**src/rtl/riot_gen.sv**
```systemverilog
// riot_gen: 6530-style RIOT core without RAM/ROM.
// Provides NPORTS I/O ports with per-bit direction, an interval timer with four
// prescale rates, and a combined active-low interrupt.
// Optional macro RIOT_EDGE_IRQ_EN adds an edge detector on port 0 bit DATA_W-1.
module riot_gen #(
  parameter int unsigned NPORTS = 2,
  parameter int unsigned DATA_W = 8
) (
  input  logic                     clk_i,
  input  logic                     rst_i,
  input  logic                     cs_i,
  input  logic                     we_n_i,
  input  logic [4:0]               a_i,
  input  logic [DATA_W-1:0]        di_i,
  output logic [DATA_W-1:0]        do_o,
  output logic                     oe_o,
  input  logic [NPORTS*DATA_W-1:0] pi_i,
  output logic [NPORTS*DATA_W-1:0] po_o,
  output logic [NPORTS*DATA_W-1:0] ddr_o,
  output logic                     irq_n_o
);

  typedef logic [DATA_W-1:0] word_t;

  word_t       po_q    [NPORTS];
  word_t       po_d    [NPORTS];
  word_t       ddr_q   [NPORTS];
  word_t       ddr_d   [NPORTS];
  word_t       port_rd [NPORTS];

  word_t       timer_q, timer_d;
  logic [1:0]  sel_q, sel_d;
  logic [9:0]  psc_q, psc_d;
  logic        tflag_q, tflag_d;
  logic        tie_q, tie_d;
  word_t       do_q, do_d;
  logic        oe_q, oe_d;

  logic        eflag_s;
  logic        eirq_s;

  logic        wr, rd, port_sp, tmr_sp;
  logic [2:0]  pidx;

  assign wr      = cs_i & ~we_n_i;
  assign rd      = cs_i & we_n_i;
  assign port_sp = ~a_i[4];
  assign tmr_sp  = a_i[4] & ~a_i[3];
  assign pidx    = a_i[3:1];

  // Prescale reload value (divider minus one) for a select code.
  function automatic logic [9:0] div_m1(input logic [1:0] s);
    case (s)
      2'b00:   return 10'd0;
      2'b01:   return 10'd7;
      2'b10:   return 10'd63;
      default: return 10'd1023;
    endcase
  endfunction

  // Flatten port registers onto the buses and form per-port read values.
  for (genvar g = 0; g < NPORTS; g++) begin : g_port
    assign po_o[g*DATA_W +: DATA_W]  = po_q[g];
    assign ddr_o[g*DATA_W +: DATA_W] = ddr_q[g];
    assign port_rd[g] = (ddr_q[g] & po_q[g]) | (~ddr_q[g] & pi_i[g*DATA_W +: DATA_W]);
  end

  // Port data/direction register writes; indices past NPORTS match nothing.
  always_comb begin
    for (int unsigned p = 0; p < NPORTS; p++) begin
      po_d[p]  = po_q[p];
      ddr_d[p] = ddr_q[p];
      if (wr && port_sp && pidx == 3'(p)) begin
        if (a_i[0]) ddr_d[p] = di_i;
        else        po_d[p]  = di_i;
      end
    end
  end

  // Timer next state: a write overrides the countdown; underflow wins over read-clear.
  always_comb begin
    timer_d = timer_q;
    sel_d   = sel_q;
    psc_d   = psc_q;
    tflag_d = tflag_q;
    tie_d   = tie_q;
    if (rd && tmr_sp && a_i[1:0] == 2'b00) tflag_d = 1'b0;
    if (wr && tmr_sp) begin
      timer_d = di_i;
      sel_d   = a_i[1:0];
      tie_d   = a_i[2];
      tflag_d = 1'b0;
      psc_d   = div_m1(a_i[1:0]);
    end else if (psc_q == 10'd0) begin
      timer_d = timer_q - 1'b1;
      psc_d   = div_m1(sel_q);
      if (timer_q == '0) begin
        // After underflow the timer free-runs at /1 until rewritten.
        tflag_d = 1'b1;
        sel_d   = 2'b00;
        psc_d   = 10'd0;
      end
    end else begin
      psc_d = psc_q - 10'd1;
    end
  end

`ifdef RIOT_EDGE_IRQ_EN
  logic edp_q, edp_d;
  logic eflag_q, eflag_d;
  logic epol_q, epol_d;
  logic eie_q, eie_d;
  logic edge_cur;

  assign edge_cur = port_rd[0][DATA_W-1];

  // Edge detector on port 0 MSB; a detected edge beats the status-read clear.
  always_comb begin
    edp_d   = edge_cur;
    eflag_d = eflag_q;
    epol_d  = epol_q;
    eie_d   = eie_q;
    if (rd && tmr_sp && a_i[1:0] == 2'b01) eflag_d = 1'b0;
    if (epol_q ? (~edp_q & edge_cur) : (edp_q & ~edge_cur)) eflag_d = 1'b1;
    if (wr && a_i[4] && a_i[3]) begin
      epol_d = a_i[0];
      eie_d  = a_i[1];
    end
  end

  // Edge detector state.
  always_ff @(posedge clk_i) begin
    if (rst_i) begin
      edp_q   <= 1'b0;
      eflag_q <= 1'b0;
      epol_q  <= 1'b0;
      eie_q   <= 1'b0;
    end else begin
      edp_q   <= edp_d;
      eflag_q <= eflag_d;
      epol_q  <= epol_d;
      eie_q   <= eie_d;
    end
  end

  assign eflag_s = eflag_q;
  assign eirq_s  = eflag_q & eie_q;
`else
  assign eflag_s = 1'b0;
  assign eirq_s  = 1'b0;
`endif

  // Read data mux, registered one cycle later onto DO/OE.
  always_comb begin
    word_t rdata;
    word_t status;
    rdata  = '0;
    status = '0;
    status[DATA_W-1] = tflag_q;
    status[DATA_W-2] = eflag_s;
    if (port_sp) begin
      for (int unsigned p = 0; p < NPORTS; p++) begin
        if (pidx == 3'(p)) rdata = a_i[0] ? ddr_q[p] : port_rd[p];
      end
    end else if (tmr_sp) begin
      case (a_i[1:0])
        2'b00:   rdata = timer_q;
        2'b01:   rdata = status;
        default: rdata = '0;
      endcase
    end
    do_d = rd ? rdata : '0;
    oe_d = rd;
  end

  // Core state registers with synchronous reset.
  always_ff @(posedge clk_i) begin
    if (rst_i) begin
      for (int unsigned p = 0; p < NPORTS; p++) begin
        po_q[p]  <= '0;
        ddr_q[p] <= '0;
      end
      timer_q <= '0;
      sel_q   <= 2'b00;
      psc_q   <= 10'd0;
      tflag_q <= 1'b0;
      tie_q   <= 1'b0;
      do_q    <= '0;
      oe_q    <= 1'b0;
    end else begin
      for (int unsigned p = 0; p < NPORTS; p++) begin
        po_q[p]  <= po_d[p];
        ddr_q[p] <= ddr_d[p];
      end
      timer_q <= timer_d;
      sel_q   <= sel_d;
      psc_q   <= psc_d;
      tflag_q <= tflag_d;
      tie_q   <= tie_d;
      do_q    <= do_d;
      oe_q    <= oe_d;
    end
  end

  assign do_o    = do_q;
  assign oe_o    = oe_q;
  assign irq_n_o = ~((tflag_q & tie_q) | eirq_s);

endmodule

```
**config.mk**
```make
export PLATFORM = sky130hd
export DESIGN_NAME = riot_gen
export DESIGN_NICKNAME = d
export VERILOG_FILES = /design/src/rtl/riot_gen.sv
export SDC_FILE = /design/constraint.sdc
export NUM_CORES = 1
export LEC_CHECK = 0
export ABC_AREA = 1
export BUFFER_PORTS_ARGS = -buffer_cell sky130_fd_sc_hd__clkbuf_2
export CAP_MARGIN = 20
export CELL_PAD_IN_SITES_DETAIL_PLACEMENT = 1
export CELL_PAD_IN_SITES_GLOBAL_PLACEMENT = 1
export CORE_ASPECT_RATIO = 0.9
export CORE_MARGIN = 2
export CORE_UTILIZATION = 42
export CTS_BUF_LIST = sky130_fd_sc_hd__clkbuf_2
export DETAILED_ROUTE_END_ITERATION = 10
export MAX_ROUTING_LAYER = met4
export PLACE_DENSITY = 0.89
export RECOVER_POWER = 100
export SETUP_SLACK_MARGIN = 0.4
export SYNTH_ARGS = -nofsm -noshare
export SYNTH_HDL_FRONTEND = slang
export SYNTH_SLANG_ARGS = --single-unit
```
**constraint.sdc**
```tcl
create_clock -name clk_i -period 4.5 [get_ports clk_i]
set_clock_uncertainty 0.1 [all_clocks]
set_input_delay 0 -clock clk_i [delete_from_list [all_inputs] [get_ports clk_i]]
set_output_delay 0 -clock clk_i [all_outputs]
set_load 0.005 [all_outputs]
```
Word level (Yosys, flattened, before mapping). Memory sizes are Yosys's and may differ from the RTL's. Index checks and enable logic that the tools add are counted.

Register bits: 31. Bits in latches: 0. RAM bits: 32. Bits in read-only memories: 0. Input bits: 33. Logic and storage cells: 88. Memories kept: 2.

Add/subtract/negate cells: 2. Multipliers: 0. Div/mod/pow operators: 0. Magnitude comparators: 0. Equal/unequal tests: 5. Shift operators: 0. Mux-type cells: 35. Bitwise logic cells: 21. Reductions and logical operators: 16.

Memories: ddr_q (depth 2, width 8, read ports 2, clocked after memory_dff 0, write ports 2, line 27) `word_t ddr_q [NPORTS];`; po_q (depth 2, width 8, read ports 2, clocked after memory_dff 0, write ports 2, line 25) `word_t po_q [NPORTS];`.

Operators with widths (number): 8-bit two-way mux (20); 10-bit one-hot mux with 3 select lines (2); 8-bit AND (4); 10-bit two-way mux (3); 8-bit inverter (2); 8-bit bitwise OR (2); 8-bit one-hot mux with 2 select lines (1); 10-bit logical NOT (1); 10-bit by 1-bit subtractor with 10-bit output (second input constant) (1); 8-bit logical NOT (1); 8-bit by 1-bit subtractor with 8-bit output (second input constant) (1); 1-bit logical AND (6); 1-bit two-way mux (6); 2-bit two-way mux (3); 1-bit inverter (5); 1-bit AND (4); 2-bit by 1-bit equality test with 1-bit output (second input constant) (2); 2-bit equality test (second input constant) (2); 2-bit logical NOT (2); 1-bit bitwise OR (4); 2-bit nonzero test (2); 2-bit OR reduction (2); 3-bit by 1-bit equality test with 1-bit output (second input constant) (1); 3-bit logical NOT (1); 2-bit AND reduction (1).

Longest topological paths before layout. Gate-level depths: netlist (run 1). An unclocked memory read counts as a cell.

Depth in word-level cells: 8. Gate-level depth with buffers: 10. Depth with buffers taken out: 10.

Worst setup path after synthesis (run 1). OpenSTA, ideal clock, no wires.

Kind: register to register. Start: reg psc_q[0]. End: reg psc_q[3]. Library setup time: 0.128 ns. Arrival time: 1.313 ns. Path slack: 2.960 ns. Cell stages (with the launch flop): 11. Path buffers: 1. Period minus slack after synthesis: 1.540 ns. Cell sequence: dfxtp_1 > inv_1 > ha_1 > nand2_4 > nor2_8 > nand2_2 > buf_6 > nand3_2 > nand2_1 > nor2_1 > nor2_1.

Cells in the longest elaborated chain, start to end: 3. Elaborated cells on any way between the ends: 4. Those cells by class: 1 x add/sub; 2 x mux; 1 x reduce/logical.

RTL lines: from (decl) (line 33) `logic [9:0] psc_q, psc_d;`; from (signal assigned) (line 197) `psc_q <= psc_d;`; 10-bit by 1-bit subtractor with 10-bit output or 10-bit logical NOT (tied branches) (line 104, 94); 10-bit two-way mux * (line 94) `end else if (psc_q == 10'd0) begin`; 10-bit two-way mux * (line 88) `if (wr && tmr_sp) begin`.

Mark *: on every way between the ends. The rest lies on a longest branch, timed or not. A chain may end at the register's enable or synchronous reset.

Worst setup path after layout (run 1).
Start: in a_i[0]. End: reg do_q[3], in the netlist do_o[3].

Cells in the longest elaborated chain, start to end: 4. Elaborated cells on any way between the ends: 9. Those cells by class: 1 x eq/ne; 7 x mux; 1 x reduce/logical.

RTL lines: from (decl) (line 13) `input logic [4:0] a_i,`; 2-bit by 1-bit equality test with 1-bit output, or another cell as far along (line 166) `case (a_i[1:0])`; 8-bit one-hot mux with 2 select lines or 8-bit two-way mux (tied branches) (line 166, 163); 8-bit two-way mux (on tied branches) (line 165, 163); 8-bit two-way mux * (line 161) `if (port_sp) begin`; to (signal assigned) (line 200) `do_q <= do_d;`; to (decl) (line 36) `word_t do_q, do_d;`.

Marks and branches as above.

==> results of run 1 <==
==> worst paths after layout <==
check	slack, ns	endpoint	cells after the start	from
worst min-delay path	0.22	tie_q$_SDFFE_PP0P_	4	a_i[2]
worst min register to register	0.40	po_q[0][4]$_SDFFE_PP0P_	2	po_q[0][4]$_SDFFE_PP0P_
worst max-delay path	1.56	do_o[3]$_SDFF_PP0_	9	a_i[0]
worst max register to register	2.14	timer_q[2]$_SDFFE_PP0P_	9	psc_q[0]$_SDFF_PP0_
==> cell usage after synthesis, drive strengths merged <==
library cell  instances  area, um^2
a21boi                2        15.0
a21oi                51         255
and2                  1        6.26
buf                  10        77.6
clkbuf                4        15.0
clkinv                1        5.00
dfxtp                63        1260
ha                    3        37.5
inv                  48         180
nand2               103         402
nand3                38         225
nand3b                7        52.6
nand4                 2        12.5
nor2                 81         345
nor3                  3        26.3
o21ai                55         275
o21bai                1        7.51
o22ai                 1        6.26
xnor2                 1        8.76
xor2                  1        8.76
==> routing by layer <==
metal  vias to the layer above  global-route usage [%]  wire [um]
met5                         -                       -          0
met4                         0                    13.4        403
met3                        41                    6.41        851
met2                       175                    49.8       5650
met1                      1801                    40.5       5200
li1                       1749                       -          -
==> logic make-up after synthesis <==
| kind of cell | count (synthesis) |
|---|---|
| simple gates | 235 |
| fa+ha+maj | 3 |
| xor+xnor | 2 |
| compound gates | 110 |
| flops | 63 |
| buf+inv | 63 |
==> tightest hold or removal path, cell delays in order <==
cell and delay, ns:
dlygate4sd3_1 0.52, clkbuf_2 0.10, inv_1 0.07, a21oi_1 0.12
==> metrics by stage <==
step / cells / hold WS [ns] / instance area (um^2) / power [uW]
finish: 681 / 0.220 / 3990 / 2040
global route: 681 / 0.258 / 3990 / 2190
CTS: 681 / 0.205 / 4090 / 2040
detailed placement: 632 / 0.210 / 3620 / 1610
global placement: 632 / 0.204 / 3620 / 1550
floorplan: 476 / -0.0309 / 3220 / 1400
==> cell type report <==
class / instances / area share (%)
flip-flops and latches: 63 / 31.6
well taps: 96 / 3.01
inverters: 49 / 4.64
clock inverters: 6 / 2.13
multi-input cells: 350 / 40.8
clock buffers: 10 / 1.25
repair buffers: 107 / 16.6
==> power groups by stage <==
stage	Sequential, uW	Clock (uW)	Combinational, uW
finish	734	413	891
global route	743	443	1000
detailed placement	739	0	876
global placement	735	0	816
CTS	728	416	900
floorplan	710	0	685
==> state kept, by name (all words and copies together) (netlist names), 2 cells and up <==
name and cells:
psc_q 10, timer_q 8, ddr_q 16, po_q 16, do_o 8, sel_q 2
==> repair_timing <==
action / CTS / global route
resized for setup: 0 / 0
endpoints found under the hold margin: 63 / 0
hold buffers: 33 / 0
==> results.yml, run 1 <==
final_layout:
  fillers: 1046
  final_util_pct: 53.2
  regArea_um2: 1260
  drive_above_1_share_pct: 12.5
  multi_input_area_um2: 1630
  final_common_cell: "nand2_1"
  diodes: 0
  area_growth_syn_to_layout_pct: 23.8
  layout_common_cells: "nand2_1, nor2_1, dfxtp_1, o21ai_0, clkbuf_2"
  fin_nets: 616
power:
  combPwrFrac_pct: 43.7
  power_density_nw_per_um2: 511
  p_sw_uw: 913
  vdd.ir_drop.worst_mv: 0.218
  p_seq_share_pct: 36.0
  p_int_uw: 1120
  swShare_pct: 44.8
  power_leakage_uw: 0.00174
  power_frac_clock_pct: 20.3
worst_setup_path:
  start_kind: "input port"
  required_ns: 4.86
  cpMostUsedCell: "dlygate4sd3_1"
  crit_family: "buffers and inverters"
  worst-path-max-fanout: 22
  end_kind: "flop"
  slowest_stage: "clkbuf_1"
  crit_buf_inv: 4
  criticalPathCategory: "input port to flop"
  worstPathCellList: "dlygate4sd3_1, clkbuf_1, inv_1, nand3_1, nand2_1, nor2_1, o21ai_0, dlygate4sd3_1, a21oi_1"
  max_stage_delay_ns: 0.76
  worstPathArrival_ns: 3.30
routing:
  drt_iter0_drc: 261
  first_pass_iters: 9
  vias: 3766
  drc: 0
  wl_per_cell_um: 17.8
  drt_wl_total_um: 12100
  viasPerCell: 5.53
  antenna_left: 0
timing:
  slew_violations: 0
  hold_violations: 0
  rsz0062_at_grt: "false"
  worst_pin_slew_ns: 1.05
  setup_ws_ns: 1.56
  timing.final.crit_share_pct: 65.3
  setup_viol: 0
  tns_ns: 0
  relSlewSlack_pct: 30.1
  fmax_ghz: 0.340
  finalWorstPathRequiredPeriod_ns: 2.94
worst_hold_path:
  hp-class: "input port to flop"
place:
  place_ws_ns: 2.59
  gp_congestion: 0.896
  io_buffers: 74
  hpwl_um: 7920
yosys:
  synth-simple-area-share_pct: 33.2
  ys_ff_latch: 63
  synth_compound_area_share_pct: 17.4
  netlist_area_um2: 3220
  netlist_instances: 476
  synth_fa_ha_area_share_pct: 1.16
  avgSynthCellArea_um2: 6.77
  synth.distinct_cells: 32
  ys_warn_count: 0
  syn-num-nets: 512
  synth_seq_area_share_pct: 39.1
  synth.area.mux_share_pct: 0
  synth_xor_area_share_pct: 0.543
  synth_top_family_by_area: "simple AND/OR/NAND/NOR gates"
run:
  drv_cap: 0
clock_network:
  h-tree-depth: 3
  cts_root_buffer: "clkbuf_2"
  clk_path_buf_depth: 2
  cts_buffers: 9
  cts_tree: "built"
  postCtsSetupBuffers: 0
  clk_pin_slew_ns: 0.20
  clock-sinks: 63
  clk_latency_ns: 0.52
global_routing:
  grt_pass1_wl_um: 19800
  grt_antenna_before_repair: 0
  grt_pass1_vias: 3881
  grt-ovfl-total: 0
  grt_max_degree: 38
  track_usage_pct: 32.0
outcome:
  status: "complete, no violations"
die:
  die_x_um: 96.3
  io_pins: 75
  num_rows: 30
  start_util_pct: 42.9
  fp.dieH_um: 87.1
  coreArea_um2: 7510
  dieArea_um2: 8390
No activity file was read; power rests on OpenSTA's default activity.
==> run 2, diff against run 1 <==
Settings changed: CORE_UTILIZATION 42 to 35, PLACE_DENSITY 0.89 to 0.79.
Clock period 4.5 ns to 2.4 ns, I/O delays scaled along.
==> results.yml, run 2 (synthesis results as in run 1) <==
timing:
  fmax_ghz: 0.502
  worst_pin_slew_ns: 0.547
  slew_violations: 0
  timing.final.crit_share_pct: 83.1
  hold_ws_ns: 0.168
  relSlewSlack_pct: 63.4
  tns_ns: 0
  hold_violations: 0
  finalWorstPathRequiredPeriod_ns: 1.99
  rsz0062_at_grt: "false"
  setup_viol: 0
worst_setup_path:
  crit_buf_inv: 4
  end_kind: "flop"
  cpMostUsedCell: "dlygate4sd3_1"
  start_kind: "input port"
  max_stage_delay_ns: 0.58
  worstPathCellList: "dlygate4sd3_1, clkbuf_1, inv_1, nand3_1, nand3b_1, o21ai_0, dlygate4sd3_1, nand2_1, a21oi_1"
  worstPathArrival_ns: 2.33
  crit_family: "buffers and inverters"
  required_ns: 2.74
  slowest_stage: "dlygate4sd3_1"
  worst-path-max-fanout: 9
  criticalPathCategory: "input port to flop"
die:
  num_rows: 33
  dieArea_um2: 9990
  fp.dieH_um: 95.0
  io_pins: 75
  die_x_um: 105
  start_util_pct: 35.6
  coreArea_um2: 9040
global_routing:
  track_usage_pct: 23.8
  grt_pass1_wl_um: 18100
  grt_pass1_vias: 3602
  grt_max_degree: 24
  grt-ovfl-total: 0
  grt_antenna_before_repair: 0
power:
  p_sw_uw: 1630
  p_int_uw: 2140
  swShare_pct: 43.2
  combPwrFrac_pct: 43.7
  power_density_nw_per_um2: 919
  power_leakage_uw: 0.00180
  vdd.ir_drop.worst_mv: 0.285
  p_seq_share_pct: 36.4
  power_frac_clock_pct: 19.9
final_layout:
  area_growth_syn_to_layout_pct: 27.2
  layout_common_cells: "nand2_1, nor2_1, clkbuf_2, dfxtp_1, o21ai_0"
  instances_no_fill: 709
  drive_above_1_share_pct: 15.2
  final_common_cell: "nand2_1"
  final_design_area_no_fill_um2: 4100
  fin_nets: 619
  diodes: 0
  top_regs: "ddr_q: 16 flops, po_q: 16 flops, psc_q: 10 flops"
place:
  hpwl_um: 7910
  gp_congestion: 0.844
  placed_area_um2: 3680
  io_buffers: 74
  dpl.cell_count: 661
clock_network:
  clk_latency_ns: 0.50
  clk_path_buf_depth: 2
  clock-sinks: 63
  postCtsSetupBuffers: 0
  clk_pin_slew_ns: 0.19
  cts_root_buffer: "clkbuf_2"
  cts_tree: "built"
  h-tree-depth: 3
  cts_buffers: 9
outcome:
  status: "complete, no violations"
routing:
  antenna_left: 0
  drc: 0
  vias: 3579
  drt_wl_total_um: 11300
  viasPerCell: 5.05
  first_pass_iters: 4
  wl_per_cell_um: 15.9
  drt_iter0_drc: 146
worst_hold_path:
  hp-class: "input port to flop"
run:
  drv_cap: 0
[run 2: cell types whose count changed in the layout (fill, tap and decap cells not counted), sizes merged]
cell      change
clkinv        -1
clkbuf        -1
buf           +3
clkinvlp      +1
[run 2: power by group through the flow]
stage               registers [uW]  logic, uW  clock network [uW]
global route                  1390       1880                 818
CTS                           1360       1650                 761
finish                        1370       1650                 751
global placement              1380       1540                   0
detailed placement            1380       1600                   0
floorplan                     1330       1290                   0
[run 2: path summary, 6_finish.rpt]
check             slack, ns                     from                       to  cells past startpoint
setup / recovery       0.41                   a_i[1]       do_o[2]$_SDFF_PP0_                      9
hold / removal         0.17                     cs_i    sel_q[0]$_SDFFE_PP0P_                      6
setup reg to reg       0.48      psc_q[0]$_SDFF_PP0_  timer_q[3]$_SDFFE_PP0P_                      9
hold reg to reg        0.38  po_q[0][6]$_SDFFE_PP0P_  po_q[0][6]$_SDFFE_PP0P_                      2
[run 2: area by class of cell]
cell class	instances	area, um^2
timing repair buffer	110	702
sequential	63	1260
fill	1197	4940
tap	122	153
inverter	49	185
multi-input combinational	350	1670
clock inverter	6	86.3
clock buffer	9	45.0
[run 2: worst min-delay path, stage by stage]
cell and delay (ns):
clkbuf_2 0.10, inv_1 0.05, nor2_2 0.12, nand2_2 0.24, nand3_1 0.17, a21oi_1 0.06
[run 2: timing repair]
action	CTS	global route
setup endpoints to repair	0	5
gates resized for setup	0	4
endpoints found under the hold margin	63	0
hold buffers	33	0
[run 2: routing by layer]
layer | up-vias | share of wire, % | GRT usage [%]
met3 | 16 | 5.5 | 3.76
met4 | 0 | 1.4 | 7.67
met1 | 1699 | 46 | 30.3
met5 | - | 0 | -
li1 | 1762 | - | -
met2 | 102 | 47 | 39.3
[run 2: metrics by stage]
step,total power (uW),worst slack (ns),utilization (%)
after floorplan,2620,0.860,-
final,3770,0.407,45.3
after global routing,4090,0.283,45.3
after detailed placement,2980,0.524,40.7
after CTS,3780,0.459,45.8
after global placement,2920,0.613,40.7
==> run 3, diff against run 2 <==
Clock period 2.4 ns to 1.6 ns, I/O delays scaled along.
==> results.yml, run 3 (synthesis results as in run 1) <==
worst_setup_path:
  crit_buf_inv: 1
  r2r-end: "sel_q[0]$_SDFFE_PP0P_"
  slowest_stage: "dfxtp_2"
  worstPathArrival_ns: 1.79
  end_kind: "flop"
  criticalPathCategory: "flop to flop"
  crit_family: "simple AND/OR/NAND/NOR gates"
  worst-path-max-fanout: 4
  r2r_cells: 7
  max_stage_delay_ns: 0.39
  r2r-start: "psc_q[7]$_SDFF_PP0_"
  start_kind: "flop"
  r2r_slack_ns: 0.11
  worstPathCellList: "nor2_4, nand2_4, buf_6, nor3_4, nand2_1, nand3_1, a21oi_1"
  required_ns: 1.91
place:
  placed_area_um2: 3800
  hpwl_um: 7910
  gp_congestion: 0.897
  io_buffers: 74
clock_network:
  cts_root_buffer: "clkbuf_2"
  h-tree-depth: 3
  clk_pin_slew_ns: 0.23
  clock-sinks: 63
  clk_latency_ns: 0.54
  clk_path_buf_depth: 2
  cts_tree: "built"
  cts_buffers: 9
outcome:
  status: "finished with violations"
  failed_checks: "hold timing"
power:
  combPwrFrac_pct: 51.1
  power_density_nw_per_um2: 1390
  finalPower_uw: 6280
  p_sw_uw: 2760
  power_frac_clock_pct: 15.7
  swShare_pct: 43.9
  power_leakage_uw: 0.00204
  vdd.ir_drop.worst_mv: 0.506
  p_seq_share_pct: 33.2
  p_int_uw: 3520
global_routing:
  grt_pass1_wl_um: 18500
  grt-ovfl-total: 0
  grt_max_degree: 38
  grt_pass1_vias: 3819
  grt_antenna_before_repair: 0
  track_usage_pct: 24.1
timing:
  hold_violations: 2
  fmax_ghz: 0.672
  slew_violations: 0
  finalWorstPathRequiredPeriod_ns: 1.49
  rsz0062_at_grt: "true"
  worst_pin_slew_ns: 0.543
  relSlewSlack_pct: 63.8
  setup_viol: 0
  hold_ws_ns: -0.0330
  tns_ns: 0
  timing.final.crit_share_pct: 93.0
final_layout:
  top_regs: "ddr_q: 16 flops, po_q: 16 flops, psc_q: 10 flops"
  final_util_pct: 49.9
  final_design_area_no_fill_um2: 4510
  layout_common_cells: "nand2_1, clkbuf_2, nor2_1, dfxtp_1, a21oi_1"
  fillers: 1189
  diodes: 0
  area_growth_syn_to_layout_pct: 39.9
  fin_nets: 649
  final_common_cell: "nand2_1"
  drive_above_1_share_pct: 25.9
routing:
  dr_wl_met2_um: 5650
  wl_per_cell_um: 15.7
  wl_met1_um: 5220
  viasPerCell: 5.01
  drc: 0
  drt_wl_total_um: 11600
  antenna_left: 0
  dr_wl_met3_um: 598
  top_layer: "met4"
  drt_iter0_drc: 138
  vias: 3705
  first_pass_iters: 4
worst_hold_path:
  hp-start: "a_i[3]"
  holdPathEnd: "po_q[0][7]$_SDFFE_PP0P_"
  hp-class: "input port to flop"
  worstHoldPathCells: 8
run:
  drv_cap: 0
die:
  start_util_pct: 35.6
  num_rows: 33
  coreArea_um2: 9040
  dieArea_um2: 9990
  io_pins: 75
  die_x_um: 105
  fp.dieH_um: 95.0
run 3: stage by stage:
stage / instances / setup slack [ns]
6_report: 739 / 0.113
5_1_grt: 739 / 0.00727
4_1_cts: 732 / 0.132
3_5_place_dp: 669 / -0.00488
3_3_place_gp: 669 / 0.0794
2_1_floorplan: 476 / 0.258
run 3: layout make-up:
cell class | instances | area [um^2] | area share, %
multi-input combinational | 350 | 1780 | 39.4
sequential | 63 | 1280 | 28.5
timing repair buffer | 140 | 1000 | 22.2
inverter | 49 | 186 | 4.13
tap | 122 | 153 | 3.38
clock inverter | 6 | 62.6 | 1.39
clock buffer | 9 | 45.0 | 0.999
run 3: worst max-delay path by stage:
stage | start | endpoint | slack [ns] | depth (start not counted)
detailed placement | psc_q[0]$_SDFF_PP0_ | timer_q[2]$_SDFFE_PP0P_ | -0.005 | 9
CTS | psc_q[7]$_SDFF_PP0_ | psc_q[4]$_SDFF_PP0_ | 0.13 | 8
global route | timer_q[0]$_SDFFE_PP0P_ | psc_q[9]$_SDFF_PP0_ | 0.007 | 9
global placement | psc_q[0]$_SDFF_PP0_ | timer_q[2]$_SDFFE_PP0P_ | 0.08 | 9
floorplan | psc_q[0]$_SDFF_PP0_ | psc_q[4]$_SDFF_PP0_ | 0.26 | 10
finish | psc_q[7]$_SDFF_PP0_ | sel_q[0]$_SDFFE_PP0P_ | 0.11 | 7
run 3: what timing repair did:
action                                 in CTS  in global routing
cloned                                      0                  0
setup endpoints to repair                  33                 82
gates resized for setup                    37                 50
endpoints found under the hold margin      63                 13
setup buffers                              11                  5
pin swaps                                  10                  6
hold buffers                               37                  2
run 3: per-layer routing:
layer | track usage [%] | vias up
li1 | - | 1822
met1 | 29.4 | 1767
met2 | 40.7 | 101
met3 | 4.72 | 15
met4 | 7.33 | 0
met5 | - | -
run 3: worst reg2reg max path: stages, from the launching register on:
cell	delay, ns
dfxtp_2	0.39
nor2_4	0.14
nand2_4	0.09
buf_6	0.13
nor3_4	0.19
nand2_1	0.17
nand3_1	0.11
a21oi_1	0.06
run 3: power groups by stage:
| stage | combinational [uW] | clock (uW) | sequential, uW |
|---|---|---|---|
| 2_1_floorplan | 2000 | 0 | 2010 |
| 3_3_place_gp | 2480 | 0 | 2080 |
| 3_5_place_dp | 2610 | 0 | 2080 |
| 4_1_cts | 3040 | 995 | 2080 |
| 5_1_grt | 3570 | 1080 | 2120 |
| 6_report | 3210 | 988 | 2090 |
